**src/rtl/fft_pkg.sv**
```systemverilog
// Shared definitions for the 8-point FFT output stage.
//   DW     width of each real/imag component (two's complement)
//   N      points per frame (power of two)
//   LOGN   log2(N), width of sample indices
//   cplx_t packed complex sample {re, im}
//   bitrev reverses the LOGN-bit index
package fft_pkg;

    localparam int DW   = 16;
    localparam int N    = 8;
    localparam int LOGN = 3;

    typedef struct packed {
        logic signed [DW-1:0] re;
        logic signed [DW-1:0] im;
    } cplx_t;

    function automatic logic [LOGN-1:0] bitrev(input logic [LOGN-1:0] idx);
        logic [LOGN-1:0] r;
        r = '0;
        for (int i = 0; i < LOGN; i++) begin
            r[i] = idx[LOGN-1-i];
        end
        return r;
    endfunction

endpackage

```
**src/rtl/fft_reorder_bank.sv**
```systemverilog
// One bank of the output reorder buffer: N complex samples.
//   clk      clock
//   rst      async reset, active-low; clears the array
//   we       capture the parallel frame on wr_re/wr_im
//   wr_re    real parts, slot j at [j*DW +: DW] (bit-reversed order)
//   wr_im    imag parts, same packing
//   rd_idx   natural index to read
//   rd_data  sample at natural index rd_idx (combinational)
module fft_reorder_bank
    import fft_pkg::*;
(
    input  logic              clk,
    input  logic              rst,
    input  logic              we,
    input  logic [N*DW-1:0]   wr_re,
    input  logic [N*DW-1:0]   wr_im,
    input  logic [LOGN-1:0]   rd_idx,
    output cplx_t             rd_data
);

    cplx_t mem [N];

    // Slot j of the butterfly output is X[bitrev(j)]; storing it there
    // turns the read side into a plain incrementing address.
    always_ff @(posedge clk or negedge rst) begin
        if (!rst) begin
            for (int k = 0; k < N; k++) begin
                mem[k] <= '0;
            end
        end else if (we) begin
            for (int j = 0; j < N; j++) begin
                mem[bitrev(LOGN'(j))] <= {wr_re[j*DW +: DW], wr_im[j*DW +: DW]};
            end
        end
    end

    assign rd_data = mem[rd_idx];

endmodule

```
**src/rtl/fft8_out_reorder.sv**
```systemverilog
// Output stage of the 8-point FFT: takes one bit-reversed parallel frame
// per handshake into a ping-pong pair of banks and streams it out one
// sample per cycle in natural order.
//   clk        clock
//   rst        async reset, active-low
//   in_valid   parallel frame present on in_re/in_im
//   in_ready   the bank under the write pointer is empty
//   in_re      real parts, slot j at [j*DW +: DW]
//   in_im      imag parts, same packing
//   out_valid  the bank under the read pointer is full
//   out_ready  downstream takes the sample this cycle
//   out_re     real part of X[out_idx]
//   out_im     imag part of X[out_idx]
//   out_idx    natural index of the current sample
//   out_last   current sample is the last of its frame
module fft8_out_reorder
    import fft_pkg::*;
(
    input  logic                clk,
    input  logic                rst,
    input  logic                in_valid,
    output logic                in_ready,
    input  logic [N*DW-1:0]     in_re,
    input  logic [N*DW-1:0]     in_im,
    output logic                out_valid,
    input  logic                out_ready,
    output logic [DW-1:0]       out_re,
    output logic [DW-1:0]       out_im,
    output logic [LOGN-1:0]     out_idx,
    output logic                out_last
);

    localparam logic [LOGN-1:0] LAST_IDX = LOGN'(N-1);

    logic [1:0]      full;
    logic            wr_bank;
    logic            rd_bank;
    logic [LOGN-1:0] rd_cnt;

    logic            wr_en;
    logic            rd_en;
    logic            rd_done;
    cplx_t           rd_data0;
    cplx_t           rd_data1;
    cplx_t           rd_sel;

    // Both handshake outputs depend only on registered flags/pointers,
    // so there is no combinational path from out_ready to in_ready.
    assign in_ready  = ~full[wr_bank];
    assign out_valid = full[rd_bank];

    assign wr_en   = in_valid & in_ready;
    assign rd_en   = out_valid & out_ready;
    assign rd_done = rd_en & (rd_cnt == LAST_IDX);

    // A write only targets an empty bank and a drain only a full one,
    // so the two flag updates never hit the same bit in one cycle.
    always_ff @(posedge clk or negedge rst) begin
        if (!rst) begin
            full    <= 2'b00;
            wr_bank <= 1'b0;
            rd_bank <= 1'b0;
            rd_cnt  <= '0;
        end else begin
            if (wr_en) begin
                full[wr_bank] <= 1'b1;
                wr_bank       <= ~wr_bank;
            end
            if (rd_en) begin
                rd_cnt <= rd_cnt + 1'b1;
                if (rd_done) begin
                    full[rd_bank] <= 1'b0;
                    rd_bank       <= ~rd_bank;
                end
            end
        end
    end

    fft_reorder_bank u_bank0 (
        .clk     (clk),
        .rst     (rst),
        .we      (wr_en & ~wr_bank),
        .wr_re   (in_re),
        .wr_im   (in_im),
        .rd_idx  (rd_cnt),
        .rd_data (rd_data0)
    );

    fft_reorder_bank u_bank1 (
        .clk     (clk),
        .rst     (rst),
        .we      (wr_en & wr_bank),
        .wr_re   (in_re),
        .wr_im   (in_im),
        .rd_idx  (rd_cnt),
        .rd_data (rd_data1)
    );

    assign rd_sel   = rd_bank ? rd_data1 : rd_data0;
    assign out_re   = rd_sel.re;
    assign out_im   = rd_sel.im;
    assign out_idx  = rd_cnt;
    assign out_last = out_valid & (rd_cnt == LAST_IDX);

endmodule
```
**config.mk**
```make
export PLATFORM = sky130hd
export DESIGN_NAME = fft8_out_reorder
export DESIGN_NICKNAME = d
export VERILOG_FILES = /design/src/rtl/fft_pkg.sv /design/src/rtl/fft_reorder_bank.sv /design/src/rtl/fft8_out_reorder.sv
export SDC_FILE = /design/constraint.sdc
export NUM_CORES = 1
export LEC_CHECK = 0
export ABC_CLOCK_PERIOD_IN_PS = 1700
export CAP_MARGIN = 20
export CORE_MARGIN = 2
export CORE_UTILIZATION = 50
export CTS_CLUSTER_SIZE = 28
export DETAILED_ROUTE_END_ITERATION = 16
export PLACE_DENSITY = 0.74
export SKIP_CTS_REPAIR_TIMING = 1
export SYNTH_ARGS = -nofsm -noshare
export SYNTH_HDL_FRONTEND = slang
export SYNTH_SLANG_ARGS = --single-unit
```
**constraint.sdc**
```tcl
create_clock -name clk -period 1.7 [get_ports clk]
set_input_delay 0.34 -clock clk [delete_from_list [all_inputs] [get_ports clk]]
set_output_delay 0.34 -clock clk [all_outputs]
set_load 0.05 [all_outputs]
```
==> out/results.txt, run 1 <==
Synth Register Bits: 519
vias in the first global route: 18200
post-synth net total: 2325
Post-Synthesis Cells: 2063
Post-Syn Area: 23500 µm²
delay-heaviest family, CP: flip-flops
Critical Path, Cell by Cell: buf_12 -> buf_12 -> mux4_2 -> a22oi_2 -> nand2_4 -> buf_12
Die H: 221 µm
CP Max Fanout: 8
static leakage: 14.6 nW
Bufs and invs on worst path: 3
failing checks: negative setup slack
final RePlAce weighted congestion: 0.841
Reg2Reg Depth: 7
worst r2r src: out_idx[0]$_DFFE_PN0N_
most frequent cells after synthesis: nand2_1, dfrtp_1, mux2_2, mux2i_1, a22oi_1
largest net degree at the start of global routing: 61
CTS clk-pin slew, worst paths: 60 ps
WL final: 66.8 mm
Port Buf Inserts: 297
largest stage delay on the critical path: 510 ps
multi-input logic area: 10300 µm²
post-route cell area: 31200 µm²
antenna violations before repair: 10
row count: 79
layout cells sized above 1: 28.0%
Top FF cell, synth: dfrtp_1
Crit-path slowest cell: dfrtp_4
Routed Antenna Nets: 0
Initial Util: 50.6%
power density over the cells: 2160 nW/µm²
WP depth: 6
Hold Slack: 226 ps
DRC viols: 0
placed cell area: 28600 µm²
endpoints failing setup: 39
final worst-path cycle share: 160%
CP dominant cell by count: buf_12
Slew @ Worst Pin: 415 ps
Yosys warning total: 0
worst r2r dst: rd_bank$_DFFE_PN0P_
vias per cell: 5.68
DIE AREA: 48800 µm²
fillers: 3335
Fin. Hold Viols: 0
fmax: 367 MHz
Netlist cell types: 28
Total GRT Usage: 26.9%
max-slew violations: 0
mean post-synth cell area: 11.4 µm²
RSZ-0062 raised after global routing: true
Worst setup SP type: flop
DRT iter0 DRCs: 1380
Slew headroom: 72.3%
number of CTS-inserted buffers: 54
Nets: 2679
root buf cell: clkbuf_16
VDD IR max: 1870 µV
Synth-to-Final Area Change: 32.5%
number of enable flip-flop cells after synthesis: 0
FF+latch area: 13000 µm²
DP HPWL: 45.1 mm
area fraction of the dominant cell type after synthesis: 55.2%
share of flip-flops with an asynchronous set or reset: 100%
first-pass GRT wire length: 103 mm
most frequent cell after synthesis: nand2_1
leading area contributor after synthesis: dfrtp_1
Sink Count: 519
max cap viols: 0
Worst EP arrival: 2380 ps
grt total ovfl: 0
Period minus WS final: 2720 ps
Synth area leaders: dfrtp_1, nand2_1, mux2_2, mux2i_1, mux4_2
CP Class: reg2out
CP Capture Type: output pin
Core ar.: 46500 µm²
DRT Pass-1 Iters: 5
sequential share of the synthesized area: 55.2%
CP required: 1360 ps
final setup margin: -1020 ps
hold crit path type: in2async
status: complete, but fails checks
Place WS: -563 ps
htree depth: 2
Via Count: 17400
Worst-Skew Late Latency: 600 ps
Longest Clk Path Bufs: 3
Die Wd: 221 µm
clock skew: 24.9 ps
CTS tree: done
I/O pins: 298
Routed WL per cell: 21.8 µm
Reg2Reg Setup Slack: -70 ps
## sequential cells by signal, indices dropped and copies added (netlist names)
name,cells
rd_bank,1
u_bank1.mem,256
wr_bank,1
full,2
u_bank0.mem,256
out_idx,3
## cell type report
| class | instances | share of cell area, % |
|---|---|---|
| Tap cell | 607 | 2.44 |
| Clock buffer | 78 | 5.24 |
| Timing Repair Buffer | 435 | 17.1 |
| Antenna cell | 11 | 0.0883 |
| Multi-Input combinational cell | 1407 | 33.0 |
| Sequential cell | 519 | 41.7 |
| Clock inverter | 13 | 0.398 |
## layout by cell type (no fill, tap or decap), drive strengths merged, types with 33 or more instances in the layout
cell type	netlist	final
mux2i	125	125
mux4	66	66
nand2	808	808
clkdlybuf4s50	0	258
buf	109	172
clkbuf	28	82
mux2	259	259
nand3	33	33
dfrtp	519	519
a22oi	94	94
## metrics by stage
stage | instances | util (%) | TNS, ps | total power, mW
after detailed placement | 2936 | 61.6 | -101020 | 52.8
after floorplan | 2063 | - | -11520 | 41.4
after CTS | 3027 | 65.4 | -41840 | 64.8
after global routing | 3066 | 67.1 | -35620 | 70.6
final | 3070 | 67.1 | -33140 | 67.3
after global placement | 2936 | 61.6 | -92860 | 51.6
## cells by family after synthesis
logic type,after synthesis,share of synthesized area [%]
buffers and inverters,137,3.34
AOI/OAI and AO/OA,97,3.09
muxes,450,24.2
adders and majority gates,2,0.106
xor gates and xnor gates,1,0.0372
DFF,519,55.2
and+or+nand+nor,857,14.0
## worst max-delay path by stage
stage                                       from    endpoint  slack, ps
after floorplan           out_idx[1]$_DFFE_PN0N_  out_im[11]       -380
after global placement    out_idx[0]$_DFFE_PN0N_  out_im[13]       -600
after detailed placement  out_idx[1]$_DFFE_PN0N_   out_im[2]       -560
after CTS                 out_idx[1]$_DFFE_PN0N_   out_im[2]      -1240
after global routing      out_idx[1]$_DFFE_PN0N_   out_re[3]      -1080
final                     out_idx[0]$_DFFE_PN0N_  out_im[10]      -1020
## per-layer routing
layer / part of all wire, % / GRT usage [%] / vias up
met2: 48 / 42.7 / 631
met4: 3.3 / 11.0 / 2
li1: - / - / 7715
met3: 5.9 / 4.78 / 145
met5: 0.019 / 0 / -
met1: 43 / 36.7 / 8942
## power breakdown
group | internal, mW | switching, mW | leakage, nW
Combinational | 16.8 | 17.0 | 7.40
Sequential | 18.4 | 3.37 | 6.35
Clock | 6.90 | 4.83 | 0.872
Note: power is estimated with default switching activity, not from simulation.
==> inputs of run 2 (changes only) <==
--- a/config.mk
+++ b/config.mk
@@ -8,11 +8,12 @@
 export ABC_CLOCK_PERIOD_IN_PS = 1700
 export CAP_MARGIN = 20
 export CORE_MARGIN = 2
-export CORE_UTILIZATION = 50
+export CORE_UTILIZATION = 40
 export CTS_CLUSTER_SIZE = 28
 export DETAILED_ROUTE_END_ITERATION = 16
-export PLACE_DENSITY = 0.74
+export PLACE_DENSITY = 0.61
 export SKIP_CTS_REPAIR_TIMING = 1
+export SLEW_MARGIN = 20
 export SYNTH_ARGS = -nofsm -noshare
 export SYNTH_HDL_FRONTEND = slang
 export SYNTH_SLANG_ARGS = --single-unit
==> run 2 against run 1 <==
Against the previous run: the run still ends with negative setup slack left; critical path depth did not move; clock power rose by 9%; critical path type unchanged; largest cell class unchanged; register-to-register slack got worse by 140 ps; via count fell by 2.7%; utilization fell by 12 points; sequential power barely moved; total power rose by 2.2%; clock skew fell by 4.2 ps.
==> out/results.txt, run 2 (synthesis results as in run 1) <==
status: complete, but fails checks
failing checks: negative setup slack
DRT iter0 DRCs: 1037 (-25%)
root buf cell: clkbuf_16
largest net degree at the start of global routing: 80 (+31%)
FF+latch area: 13000 µm² (unchanged)
Worst-Skew Late Latency: 610 ps (about the same)
static leakage: 14.9 nW (+1.9%)
Via Count: 17000 (-2.7%)
internal cell power: 43.4 mW (+3.3%)
Sw Pwr: 25.3 mW (+0.51%)
Longest Clk Path Bufs: 3 (unchanged)
leading cell types in the layout, fill and taps excluded: nand2_1, dfrtp_1, clkdlybuf4s50_1
Initial Util: 40.6% (-10 points)
final core occ: 55.0% (-12 points)
final RePlAce weighted congestion: 0.823 (-2.1%)
CTS tree: done
Die H: 247 µm (+12%)
DP HPWL: 46.8 mm (+3.7%)
CP Capture Type: output pin
Worst setup SP type: flop
Slew @ Worst Pin: 435 ps (+19.5 ps)
CP required: 1360 ps (about the same)
Period minus WS final: 2750 ps (+23.7 ps)
WL final: 67.9 mm (+1.6%)
commonest non-fill, non-tap cell in the layout: nand2_1
Crit-path slowest cell: mux4_2
CP Max Fanout: 11 (+3)
DRC viols: 0 (unchanged)
Bufs and invs on worst path: 3 (unchanged)
hold crit path type: in2async
fmax: 364 MHz (-0.86%)
VDD IR max: 2010 µV (+7.5%)
Fin. Hold Viols: 0 (unchanged)
htree depth: 2 (unchanged)
fillers: 4945 (+48%)
met3 Use GR: 4.23% (-0.55 points)
Reg power frac: 31.4% (-0.9 points)
Sink Count: 519 (unchanged)
Clock power frac: 18.5% (+1.1 points)
number of CTS-inserted buffers: 56 (+3.7%)
max-slew violations: 0 (unchanged)
Core ar.: 57900 µm² (+25%)
RSZ-0062 raised after global routing: true
grt total ovfl: 0 (unchanged)
final worst-path cycle share: 162% (+1.4 points)
Comb pwr share: 50.0% (-0.2 points)
vias in the first global route: 17800 (-2.6%)
I/O pins: 298 (unchanged)
Routed Antenna Nets: 0 (unchanged)
Slew headroom: 71.0% (-1.3 points)
Worst EP arrival: 2410 ps (+30 ps)
routing usage on met2: 36.2% (-6.5 points)
DIE AREA: 60800 µm² (+25%)
met1 usage: 29.9% (-6.8 points)
power density over the cells: 2160 nW/µm² (about the same)
largest stage delay on the critical path: 510 ps (about the same)
CP dominant cell by count: buf_12
antenna violations before repair: 8 (-2)
Place WS: -548 ps (+14.4 ps)
max cap viols: 0 (unchanged)
CP Class: reg2out
Routed WL per cell: 20.8 µm (-4.5%)
delay-heaviest family, CP: multiplexers
final setup margin: -1050 ps (-23.7 ps)
vias per cell: 5.20 (-8.5%)
Port Buf Inserts: 297 (unchanged)
CTS clk-pin slew, worst paths: 60 ps (about the same)
layout cells sized above 1: 29.3% (+1.3 points)
Total GRT Usage: 22.1% (-4.7 points)
Critical Path, Cell by Cell: buf_4 -> buf_12 -> mux4_2 -> a22oi_2 -> nand2_2 -> buf_12
grt peak-use layer: met2
clock skew: 20.7 ps (-4.24 ps)
first-pass GRT wire length: 103 mm (+0.46%)
multi-input logic area: 10300 µm² (+0.39%)
row count: 88 (+11%)
Switching Share: 36.9% (-0.63 points)
DRT Pass-1 Iters: 5 (unchanged)
endpoints failing setup: 42 (+7.7%)
Die Wd: 247 µm (+12%)
Synth-to-Final Area Change: 35.5%
Nets: 2708 (+1.1%)
## run 2: through the flow
stage,setup TNS (ps),std cells,hold slack [ps],power (mW),area (µm²)
final,-34630,3264,172,68.8,31900
after global routing,-38080,3263,153,72.5,31900
after CTS,-39060,3225,-453,67.2,31200
after detailed placement,-105600,3120,199,54.2,29200
after global placement,-110150,3120,198,53.4,29200
after floorplan,-11520,2063,44.4,41.4,23900
## run 2: power groups by stage
stage	combinational (mW)	sequential [mW]	clock [mW]
global placement	32.0	21.4	0
detailed placement	32.5	21.7	0
CTS	32.6	21.5	13.0
global route	36.6	22.3	13.6
floorplan	20.8	20.6	0
finish	34.4	21.6	12.8
## run 2: per-layer routing
layer	part of all wire [%]	wire length, µm	vias to the layer above
li1	-	-	7767
met1	43	29500	8616
met2	48	32900	447
met3	5.5	3770	128
met4	2.6	1740	6
met5	0.050	34	-
## run 2: final timing paths
check,start,to,slack [ps],cells past startpoint
setup / recovery,out_idx[0]$_DFFE_PN0N_,out_im[2],-1050,6
setup reg to reg,out_idx[0]$_DFFE_PN0N_,rd_bank$_DFFE_PN0P_,-210,9
min in group clk,in_im[117],u_bank0.mem[5]$_DFFE_PN0P_,290,3
max in group asynchronous,rst,u_bank0.mem[201]$_DFFE_PN0P_,790,4
hold / removal,rst,u_bank1.mem[60]$_DFFE_PN0P_,170,2
hold reg to reg,u_bank0.mem[62]$_DFFE_PN0P_,u_bank0.mem[62]$_DFFE_PN0P_,470,2
## run 2: cell type report
type	count	share of cell area, %
antenna	6	0.0471
clock buffer	86	5.38
sequential	519	40.8
clock inverter	19	0.722
tap	765	3.00
timing repair buffer	462	17.7
multi-input combinational	1407	32.4
==> inputs of run 3 (changes only) <==
--- a/config.mk
+++ b/config.mk
@@ -11,6 +11,7 @@
 export CORE_UTILIZATION = 40
 export CTS_CLUSTER_SIZE = 28
 export DETAILED_ROUTE_END_ITERATION = 16
+export HOLD_SLACK_MARGIN = 0.12
 export PLACE_DENSITY = 0.61
 export SKIP_CTS_REPAIR_TIMING = 1
 export SLEW_MARGIN = 20
==> results of run 3 <==
The final DEF is identical to that of run 2; final timing and power are the same.
